`src/rtl/xrm_trigger_config_pkg.sv`:
```
// Shared definitions for the XRM trigger configuration scheduler.
//   state_e         : scheduler FSM states (IDLE, ARMED, APPLY)
//   ADDR_*          : staging register addresses on the host write port
//   *_WIDTH         : field widths of the active configuration
//   FRAME9_TIMEOUT_DEFAULT : cycles to wait for a frame9 edge (2 x 9 x 1280)
package xrm_trigger_config_pkg;

  typedef enum logic [1:0] {
    IDLE  = 2'd0,
    ARMED = 2'd1,
    APPLY = 2'd2
  } state_e;

  localparam int unsigned NUM_MARKERS    = 4;
  localparam int unsigned MARKER_WIDTH   = 25;
  localparam int unsigned PRESCALE_WIDTH = 5;
  localparam int unsigned ADDR_WIDTH     = 3;

  localparam logic [ADDR_WIDTH-1:0] ADDR_ENABLE   = 3'd0;
  localparam logic [ADDR_WIDTH-1:0] ADDR_PRESCALE = 3'd1;
  localparam logic [ADDR_WIDTH-1:0] ADDR_MARKER_A = 3'd2;
  localparam logic [ADDR_WIDTH-1:0] ADDR_MARKER_B = 3'd3;
  localparam logic [ADDR_WIDTH-1:0] ADDR_MARKER_C = 3'd4;
  localparam logic [ADDR_WIDTH-1:0] ADDR_MARKER_D = 3'd5;

  localparam int unsigned FRAME9_TIMEOUT_DEFAULT = 23040;

endpackage

```
`src/rtl/xrm_config_shadow_bank.sv`:
```
// Staging + active register pairs for the trigger configuration.
//   wr_en/wr_addr/wr_data : accepted host write, lands in staging next edge
//   load_all              : copies every staging value to the active set
//   enable/prescale/marker_*: active configuration (registered)
// Addresses 6 and 7 decode to nothing, so those writes are dropped.
module xrm_config_shadow_bank
  import xrm_trigger_config_pkg::*;
(
  input  logic                      clock127,
  input  logic                      reset,
  input  logic                      wr_en,
  input  logic [ADDR_WIDTH-1:0]     wr_addr,
  input  logic [MARKER_WIDTH-1:0]   wr_data,
  input  logic                      load_all,
  output logic                      enable,
  output logic [PRESCALE_WIDTH-1:0] prescale,
  output logic [MARKER_WIDTH-1:0]   marker_a,
  output logic [MARKER_WIDTH-1:0]   marker_b,
  output logic [MARKER_WIDTH-1:0]   marker_c,
  output logic [MARKER_WIDTH-1:0]   marker_d
);

  logic                      stg_enable_q,   stg_enable_d;
  logic [PRESCALE_WIDTH-1:0] stg_prescale_q, stg_prescale_d;
  logic [MARKER_WIDTH-1:0]   stg_marker_a_q, stg_marker_a_d;
  logic [MARKER_WIDTH-1:0]   stg_marker_b_q, stg_marker_b_d;
  logic [MARKER_WIDTH-1:0]   stg_marker_c_q, stg_marker_c_d;
  logic [MARKER_WIDTH-1:0]   stg_marker_d_q, stg_marker_d_d;

  logic                      act_enable_q,   act_enable_d;
  logic [PRESCALE_WIDTH-1:0] act_prescale_q, act_prescale_d;
  logic [MARKER_WIDTH-1:0]   act_marker_a_q, act_marker_a_d;
  logic [MARKER_WIDTH-1:0]   act_marker_b_q, act_marker_b_d;
  logic [MARKER_WIDTH-1:0]   act_marker_c_q, act_marker_c_d;
  logic [MARKER_WIDTH-1:0]   act_marker_d_q, act_marker_d_d;

  always_comb begin
    stg_enable_d   = stg_enable_q;
    stg_prescale_d = stg_prescale_q;
    stg_marker_a_d = stg_marker_a_q;
    stg_marker_b_d = stg_marker_b_q;
    stg_marker_c_d = stg_marker_c_q;
    stg_marker_d_d = stg_marker_d_q;
    if (wr_en) begin
      case (wr_addr)
        ADDR_ENABLE:   stg_enable_d   = wr_data[0];
        ADDR_PRESCALE: stg_prescale_d = wr_data[PRESCALE_WIDTH-1:0];
        ADDR_MARKER_A: stg_marker_a_d = wr_data;
        ADDR_MARKER_B: stg_marker_b_d = wr_data;
        ADDR_MARKER_C: stg_marker_c_d = wr_data;
        ADDR_MARKER_D: stg_marker_d_d = wr_data;
        default: ;
      endcase
    end

    act_enable_d   = load_all ? stg_enable_q   : act_enable_q;
    act_prescale_d = load_all ? stg_prescale_q : act_prescale_q;
    act_marker_a_d = load_all ? stg_marker_a_q : act_marker_a_q;
    act_marker_b_d = load_all ? stg_marker_b_q : act_marker_b_q;
    act_marker_c_d = load_all ? stg_marker_c_q : act_marker_c_q;
    act_marker_d_d = load_all ? stg_marker_d_q : act_marker_d_q;
  end

  always_ff @(posedge clock127) begin
    if (reset) begin
      stg_enable_q   <= 1'b0;
      stg_prescale_q <= '0;
      stg_marker_a_q <= '0;
      stg_marker_b_q <= '0;
      stg_marker_c_q <= '0;
      stg_marker_d_q <= '0;
      act_enable_q   <= 1'b0;
      act_prescale_q <= '0;
      act_marker_a_q <= '0;
      act_marker_b_q <= '0;
      act_marker_c_q <= '0;
      act_marker_d_q <= '0;
    end else begin
      stg_enable_q   <= stg_enable_d;
      stg_prescale_q <= stg_prescale_d;
      stg_marker_a_q <= stg_marker_a_d;
      stg_marker_b_q <= stg_marker_b_d;
      stg_marker_c_q <= stg_marker_c_d;
      stg_marker_d_q <= stg_marker_d_d;
      act_enable_q   <= act_enable_d;
      act_prescale_q <= act_prescale_d;
      act_marker_a_q <= act_marker_a_d;
      act_marker_b_q <= act_marker_b_d;
      act_marker_c_q <= act_marker_c_d;
      act_marker_d_q <= act_marker_d_d;
    end
  end

  assign enable   = act_enable_q;
  assign prescale = act_prescale_q;
  assign marker_a = act_marker_a_q;
  assign marker_b = act_marker_b_q;
  assign marker_c = act_marker_c_q;
  assign marker_d = act_marker_d_q;

endmodule

```
`src/rtl/xrm_trigger_config_scheduler.sv`:
```
// Live configuration owner for the XRM trigger generator.
// Host writes go to staging registers; a commit_req copies the whole staged
// set to the active outputs in one cycle, aligned to a frame9 rising edge
// (or forced after FRAME9_TIMEOUT cycles) so the trigger never sees a torn
// or mid-orbit configuration. If the trigger is currently disabled the
// commit is applied immediately.
//   clock127, reset (sync, active-high)
//   frame9                     : frame9 level, rising edge = orbit boundary
//   wr_valid/wr_ready/wr_addr/wr_data : host write port
//   commit_req / commit_ack    : commit request pulse / applied pulse
//   xrm_trigger_enabled, trig_prescale_N_log2, bunch_marker_*_position
//   update_pending, timeout_error (sticky), commit_count (wrapping)
//   state_dbg                  : current FSM state
//
// Handshake: a write transfers on every clock127 edge where wr_valid and
// wr_ready are both high; wr_ready depends only on the state register and
// is high only in IDLE, so the host must hold wr_valid until it sees ready.
module xrm_trigger_config_scheduler
  import xrm_trigger_config_pkg::*;
#(
  parameter int unsigned FRAME9_TIMEOUT = FRAME9_TIMEOUT_DEFAULT
) (
  input  logic                      clock127,
  input  logic                      reset,
  input  logic                      frame9,
  input  logic                      wr_valid,
  output logic                      wr_ready,
  input  logic [ADDR_WIDTH-1:0]     wr_addr,
  input  logic [MARKER_WIDTH-1:0]   wr_data,
  input  logic                      commit_req,
  output logic                      commit_ack,
  output logic                      xrm_trigger_enabled,
  output logic [PRESCALE_WIDTH-1:0] trig_prescale_N_log2,
  output logic [MARKER_WIDTH-1:0]   bunch_marker_a_position,
  output logic [MARKER_WIDTH-1:0]   bunch_marker_b_position,
  output logic [MARKER_WIDTH-1:0]   bunch_marker_c_position,
  output logic [MARKER_WIDTH-1:0]   bunch_marker_d_position,
  output logic                      update_pending,
  output logic                      timeout_error,
  output logic [15:0]               commit_count,
  output logic [1:0]                state_dbg
);

  localparam int unsigned TIMER_W = $clog2(FRAME9_TIMEOUT + 1);
  localparam logic [TIMER_W-1:0] TIMER_LAST = TIMER_W'(FRAME9_TIMEOUT - 1);

  state_e             state_q, state_d;
  logic [TIMER_W-1:0] timer_q, timer_d;
  logic               frame9_q;
  logic               timeout_error_q, timeout_error_d;
  logic               commit_ack_q, commit_ack_d;
  logic [15:0]        commit_count_q, commit_count_d;
  logic               load_all;
  logic               frame9_rise;
  logic               wr_en;

  assign frame9_rise = frame9 && !frame9_q;
  assign wr_ready    = (state_q == IDLE);
  assign wr_en       = wr_valid && wr_ready;

  always_comb begin
    state_d         = state_q;
    timer_d         = timer_q;
    timeout_error_d = timeout_error_q;
    commit_ack_d    = 1'b0;
    commit_count_d  = commit_count_q;
    load_all        = 1'b0;
    case (state_q)
      IDLE: begin
        if (commit_req) begin
          // A disabled trigger cannot be disturbed mid-orbit: apply now.
          if (!xrm_trigger_enabled) begin
            state_d = APPLY;
          end else begin
            state_d = ARMED;
            timer_d = '0;
          end
        end
      end
      ARMED: begin
        timer_d = timer_q + 1'b1;
        // The orbit edge wins over a coincident timeout, no error then.
        if (frame9_rise) begin
          state_d = APPLY;
        end else if (timer_q == TIMER_LAST) begin
          timeout_error_d = 1'b1;
          state_d         = APPLY;
        end
      end
      APPLY: begin
        load_all       = 1'b1;
        commit_ack_d   = 1'b1;
        commit_count_d = commit_count_q + 16'd1;
        state_d        = IDLE;
      end
      default: state_d = IDLE;
    endcase
  end

  always_ff @(posedge clock127) begin
    if (reset) begin
      state_q         <= IDLE;
      timer_q         <= '0;
      frame9_q        <= 1'b0;
      timeout_error_q <= 1'b0;
      commit_ack_q    <= 1'b0;
      commit_count_q  <= '0;
    end else begin
      state_q         <= state_d;
      timer_q         <= timer_d;
      frame9_q        <= frame9;
      timeout_error_q <= timeout_error_d;
      commit_ack_q    <= commit_ack_d;
      commit_count_q  <= commit_count_d;
    end
  end

  xrm_config_shadow_bank u_bank (
    .clock127 (clock127),
    .reset    (reset),
    .wr_en    (wr_en),
    .wr_addr  (wr_addr),
    .wr_data  (wr_data),
    .load_all (load_all),
    .enable   (xrm_trigger_enabled),
    .prescale (trig_prescale_N_log2),
    .marker_a (bunch_marker_a_position),
    .marker_b (bunch_marker_b_position),
    .marker_c (bunch_marker_c_position),
    .marker_d (bunch_marker_d_position)
  );

  assign update_pending = (state_q == ARMED);
  assign timeout_error  = timeout_error_q;
  assign commit_ack     = commit_ack_q;
  assign commit_count   = commit_count_q;
  assign state_dbg      = state_q;

endmodule

```
`config.mk`:
```
export PLATFORM = sky130hd
export DESIGN_NAME = xrm_trigger_config_scheduler
export DESIGN_NICKNAME = d
export VERILOG_FILES = /design/src/rtl/xrm_trigger_config_pkg.sv /design/src/rtl/xrm_config_shadow_bank.sv /design/src/rtl/xrm_trigger_config_scheduler.sv
export SDC_FILE = /design/constraint.sdc
export NUM_CORES = 1
export LEC_CHECK = 0
export CORE_MARGIN = 4
export CORE_UTILIZATION = 27
export CTS_BUF_LIST = sky130_fd_sc_hd__clkbuf_4 sky130_fd_sc_hd__clkbuf_8 sky130_fd_sc_hd__clkbuf_16
export DETAILED_ROUTE_END_ITERATION = 7
export PLACE_DENSITY_LB_ADDON = 0.1
export SYNTH_ARGS = -nofsm -noshare
export SYNTH_HDL_FRONTEND = slang
export SYNTH_SLANG_ARGS = --single-unit
```
`constraint.sdc`:
```
create_clock -name clock127 -period 3.3 [get_ports clock127]
set_input_delay 0.66 -clock clock127 [delete_from_list [all_inputs] [get_ports clock127]]
set_output_delay 0.66 -clock clock127 [all_outputs]
set_load 0.05 [all_outputs]
```
======== Yosys cells after proc, flatten, opt, wreduce, memory -nomap -nowiden ========
Index checks and enable logic that the tools add are counted.
word-level totals
  bits in registers ....................... 248
  input bits .............................. 33
  word-level logic and storage cells ...... 56
  output and inout bits ................... 128
cells by class
  bitwise gates (word level) .............. 1
  eq/ne operators ......................... 11
  reductions and logical operators ........ 15
  add/subtract/negate cells ............... 2
  muxes and demuxes ....................... 9
operators by type and width
  cell                   count
  $mux 15                2
  $pmux 15 s2            1
  $add 16x1->16 const B  1
  $add 15x1->15 const B  1
  $eq 15x15->1 const B   1
  $reduce_and 2->1       7
  $mux 2                 4
  $eq 3x2->1 const B     2
  $eq 3x3->1 const B     2
  $reduce_and 3->1       2
  $ne 2x1->1 const B     2
  $pmux 2 s2             1
  $eq 3x1->1 const B     1
  $logic_not 3->1        1
  $ne 3x1->1 const B     1
  $eq 2x1->1 const B     1
  $eq 2x2->1 const B     1
  $logic_and 1x1->1      2
  $logic_not 2->1        1
  $reduce_bool 2->1      1
  $logic_not 1->1        1
  $mux 1                 1
  $not 1->1              1

======== Depth between registers and ports, before layout ========
  depth in word-level cells ............... 4
  depth in mapped cells ................... 7

======== Modules after synthesis ========
From an unflattened synthesis, not the netlist that was laid out.
unflattened totals
  cells, all modules ...................... 911
  area total of the unflattened synthesis .. 9,610.5 µm²
modules (own cells, without submodules)
  module                        cells each  area each (µm²)  times used
  xrm_config_shadow_bank        720         7,971.4          1
  xrm_trigger_config_scheduler  191         1,639.1          1

======== Worst setup path before layout ========
Ideal clock, no wire load.
  path type ............................... register to output
  start point ............................. register state_q[0], in the netlist state_dbg[0]
  end point ............................... output port update_pending
  stages on the path, launching flop included .. 3
  slack ................................... 867 ps
  arrival ................................. 1,773 ps
  path buffers ............................ 1
  cells stage by stage .................... dfxtp_1 buf_2 nor2b_1
between the ends
  longest elaborated chain between the ends .. 1
ends and longest elaborated chain
  item                    line                                 RTL
  from (decl)             xrm_trigger_config_scheduler.sv:47   state_e state_q, state_d;
  from (signal assigned)  xrm_trigger_config_scheduler.sv:109  state_q <= state_d;
  $eq 2x1->1              xrm_trigger_config_scheduler.sv:133  assign update_pending = (state_q == ARMED);
  to (decl)               xrm_trigger_config_scheduler.sv:38   output logic update_pending,
No other way between the ends.

======== Worst setup path after layout ========
  start point ............................. register state_q[1], in the netlist state_dbg[1]
  end point ............................... output port update_pending
Same word-level chain as after synthesis.

==> flow_summary.yaml <==
worst_setup_path:
  cp.depth: 2
  slowest_stage: "dfxtp_1"
  startpoint: "state_dbg[1]"
  cp_top_family: "flip-flops"
  cp_max_fo: 16
  cp.required_ns: 2.64
  r2r_start: "state_dbg[1]"
  startpoint_type: "register"
  worstSetupPathType: "register to primary output"
  crit_path_max_incr_delay_ns: 0.79
  critical_path.cell_chain: "nor2b_1 > clkdlybuf4s50_1"
  cp_data_arrival_time_ns: 2.28
  crit_path_end_kind: "primary output"
  critical_path_buf_inv_count: 1
  rr_worst_depth: 4
sta:
  slew_viol_final: 0
  fin_skew_ns: 0.0157
  grt_setup_unrepaired: "no"
  maxSlewHeadroom: 0.314
  fin_crit_ns: 2.94
  fmax_mhz: 340
  setup_tns_ns: 0
  period_share: 0.892
  setup-violations-final: 0
  worst_slew_pin_slew_ns: 1.03
  hold_violations: 0
yosys:
  synth_commonest_cells: "nand2_1 (424), dfxtp_1 (248), a21oi_1 (216)"
  synth.avg_cell_area_sq_um: 8.11
  syn_nets: 1150
  yosysSeqAreaShare: 0.549
  synth_top_area_cell: "dfxtp_1"
  synth-seq-cells: 248
  syn_inst: 1115
  ys.flop_type: "dfxtp_1"
  netlist.area_leader.share: 0.549
  synth_area_leaders: "dfxtp_1 (55%), nand2_1 (18%), a21oi_1 (12%)"
  yosys_warnings: 0
  synth_area_sq_um: 9040
  synth.most_common_cell: "nand2_1"
  synth_cell_type_count: 50
  synth_edf_count: 0
  synthArstFlopShare: 0
place:
  gp_congestion: 0.734
  placed_cell_area_sq_um: 11000
  io_buffers: 160
  dpl.hpwl_um: 17400
detailed_routing:
  ant_nets: 0
  vias_per_cell: 4.49
  vias: 7707
  drt_iter0_markers: 379
  wire_per_inst_um: 16.0
  firstDrtPassIters: 5
  wl_um: 27400
  drc: 0
clock_tree:
  cts-root-buf: "clkbuf_16"
  cts_made_buffers: 29
  postCtsSetupBuffers: 0
  htreeDepth: 1
  ctsResizeCount: 0
  cts_tree: "done"
  tritoncts_num_sinks: 248
  hold_buffers: 0
  cts.path.max_buffers: 3
  insertion_delay_ns: 0.53
  path_clk_slew_ns: 0.06
power:
  ir_worst_vdd_v: 0.000332
  total_leakage_power_nw: 4.05
  powerDensity_nw_per_um2: 571
finish:
  final-seq-area_sq_um: 4960
  fillerInstances: 3473
  multi_input_area_sq_um: 3720
  insertedDiodeCount: 0
  stdcell_area_sq_um: 12100
  drive_above_1_share: 0.0707
  areaGrowthSynthToFinish_pct: 33.7
  finalNetCount: 1286
outcome:
  status: "complete, no violations"
global_routing:
  grt_max_degree: 127
  grt.total_usage: 0.145
  grt_pass1_wl_um: 42700
  gr-total-overflow: 0
  grt_antenna_before_repair: 0
  grt_pass1_vias: 7320
hold_path:
  hold_depth: 2
  hp-class: "register to register"
  min-delay-start: "u_bank.stg_marker_b_q[3]"
die:
  die_h_um: 191
  initial_utilization: 0.276
  design.core.area_sq_um: 32800
  fp.dieW_um: 191
  io_pins: 161
  die-area_sq_um: 36500
  rows: 66
job:
  drv_cap: 0
-- per-layer routing --
| metal | global-route usage | wire, um |
|---|---|---|
| met5 | 0 | 0 |
| met3 | 0.0309 | 1360 |
| met1 | 0.212 | 13900 |
| met2 | 0.220 | 11600 |
| met4 | 0.0287 | 459 |
-- placed cells by master (no fill, tap or decap), types with 2 or more instances in the layout --
cell type | synthesis | final
a21oi_1 | 216 | 216
a31o_2 | 2 | 2
and2_1 | 3 | 3
and3_1 | 4 | 4
buf_4 | 13 | 19
bufinv_16 | 0 | 5
clkbuf_16 | 0 | 29
clkbuf_4 | 0 | 10
clkbuf_8 | 0 | 8
clkdlybuf4s50_1 | 0 | 159
dfxtp_1 | 248 | 248
ha_1 | 2 | 2
inv_1 | 5 | 5
mux2i_1 | 9 | 9
nand2_1 | 424 | 424
nand2b_1 | 4 | 3
nand3_1 | 11 | 11
nand4_1 | 6 | 6
nor2_1 | 34 | 34
nor2b_1 | 7 | 6
nor3_1 | 6 | 6
nor4_1 | 3 | 3
o21ai_0 | 3 | 3
or3_1 | 8 | 8
or4b_1 | 2 | 2
xnor2_1 | 10 | 10
xor2_1 | 7 | 7
-- logic make-up (layout without fill, tap and decap cells) --
group | after synthesis | count (layout) | synth area share
AOI/OAI and AO/OA | 228 | 228 | 0.130
buffers and inverters | 80 | 238 | 0.0412
adders and majority gates | 2 | 2 | 0.00277
muxes | 11 | 11 | 0.0125
DFF | 248 | 248 | 0.549
and+or+nand+nor | 529 | 529 | 0.249
xor gates and xnor gates | 17 | 17 | 0.0165
-- flip-flops by register name, summed over array words and instances (netlist names), 2 cells and up --
name and flops:
u_bank.marker_a 25, u_bank.marker_b 25, u_bank.marker_c 25, u_bank.marker_d 25
u_bank.stg_marker_a_q 25, u_bank.stg_marker_b_q 25, u_bank.stg_marker_c_q 25, u_bank.stg_marker_d_q 25
commit_count 16, timer_q 15, u_bank.prescale 5, u_bank.stg_prescale_q 5
state_dbg 2
-- report_power, final --
part | total [mW] | internal (mW) | leakage, nW | switching [mW]
clock network | 3.52 | 2.27 | 0.532 | 1.25
registers | 3.05 | 3.03 | 2.00 | 0.0243
logic | 0.335 | 0.0973 | 1.52 | 0.237
-- worst min-delay path, stage by stage, from the launching register on --
cell and delay (ns):
dfxtp_1 0.30, nand2_1 0.05, a21oi_1 0.05
-- path summary, 6_finish.rpt --
| check | slack [ns] | end |
|---|---|---|
| worst max-delay path | 0.36 | update_pending |
| worst min-delay path | 0.44 | u_bank.marker_b[3] |
| worst min register to register | 0.44 | u_bank.marker_b[3] |
| worst max register to register | 1.17 | u_bank.marker_c[7] |
-- metrics by stage --
step / utilization / std cells / setup WS (ns) / hold slack (ns) / total power [mW]
6_report: 0.369 / 1715 / 0.358 / 0.441 / 6.91
5_1_grt: 0.369 / 1715 / 0.193 / 0.469 / 7.18
4_1_cts: 0.369 / 1715 / 0.282 / 0.442 / 7.03
3_5_place_dp: 0.336 / 1662 / 0.780 / 0.443 / 3.46
3_3_place_gp: 0.336 / 1662 / 0.819 / 0.439 / 3.46
2_1_floorplan: - / 1115 / 0.867 / 0.431 / 3.31
-- layout make-up --
type | count | share of cell area
Sequential cell | 248 | 0.411
Inverter | 5 | 0.00155
Multi-Input combinational cell | 787 | 0.308
Timing Repair Buffer | 180 | 0.146
Clock buffer | 47 | 0.0753
Clock inverter | 6 | 0.0130
Tap cell | 442 | 0.0457
No activity file was read; power rests on OpenSTA's default activity.
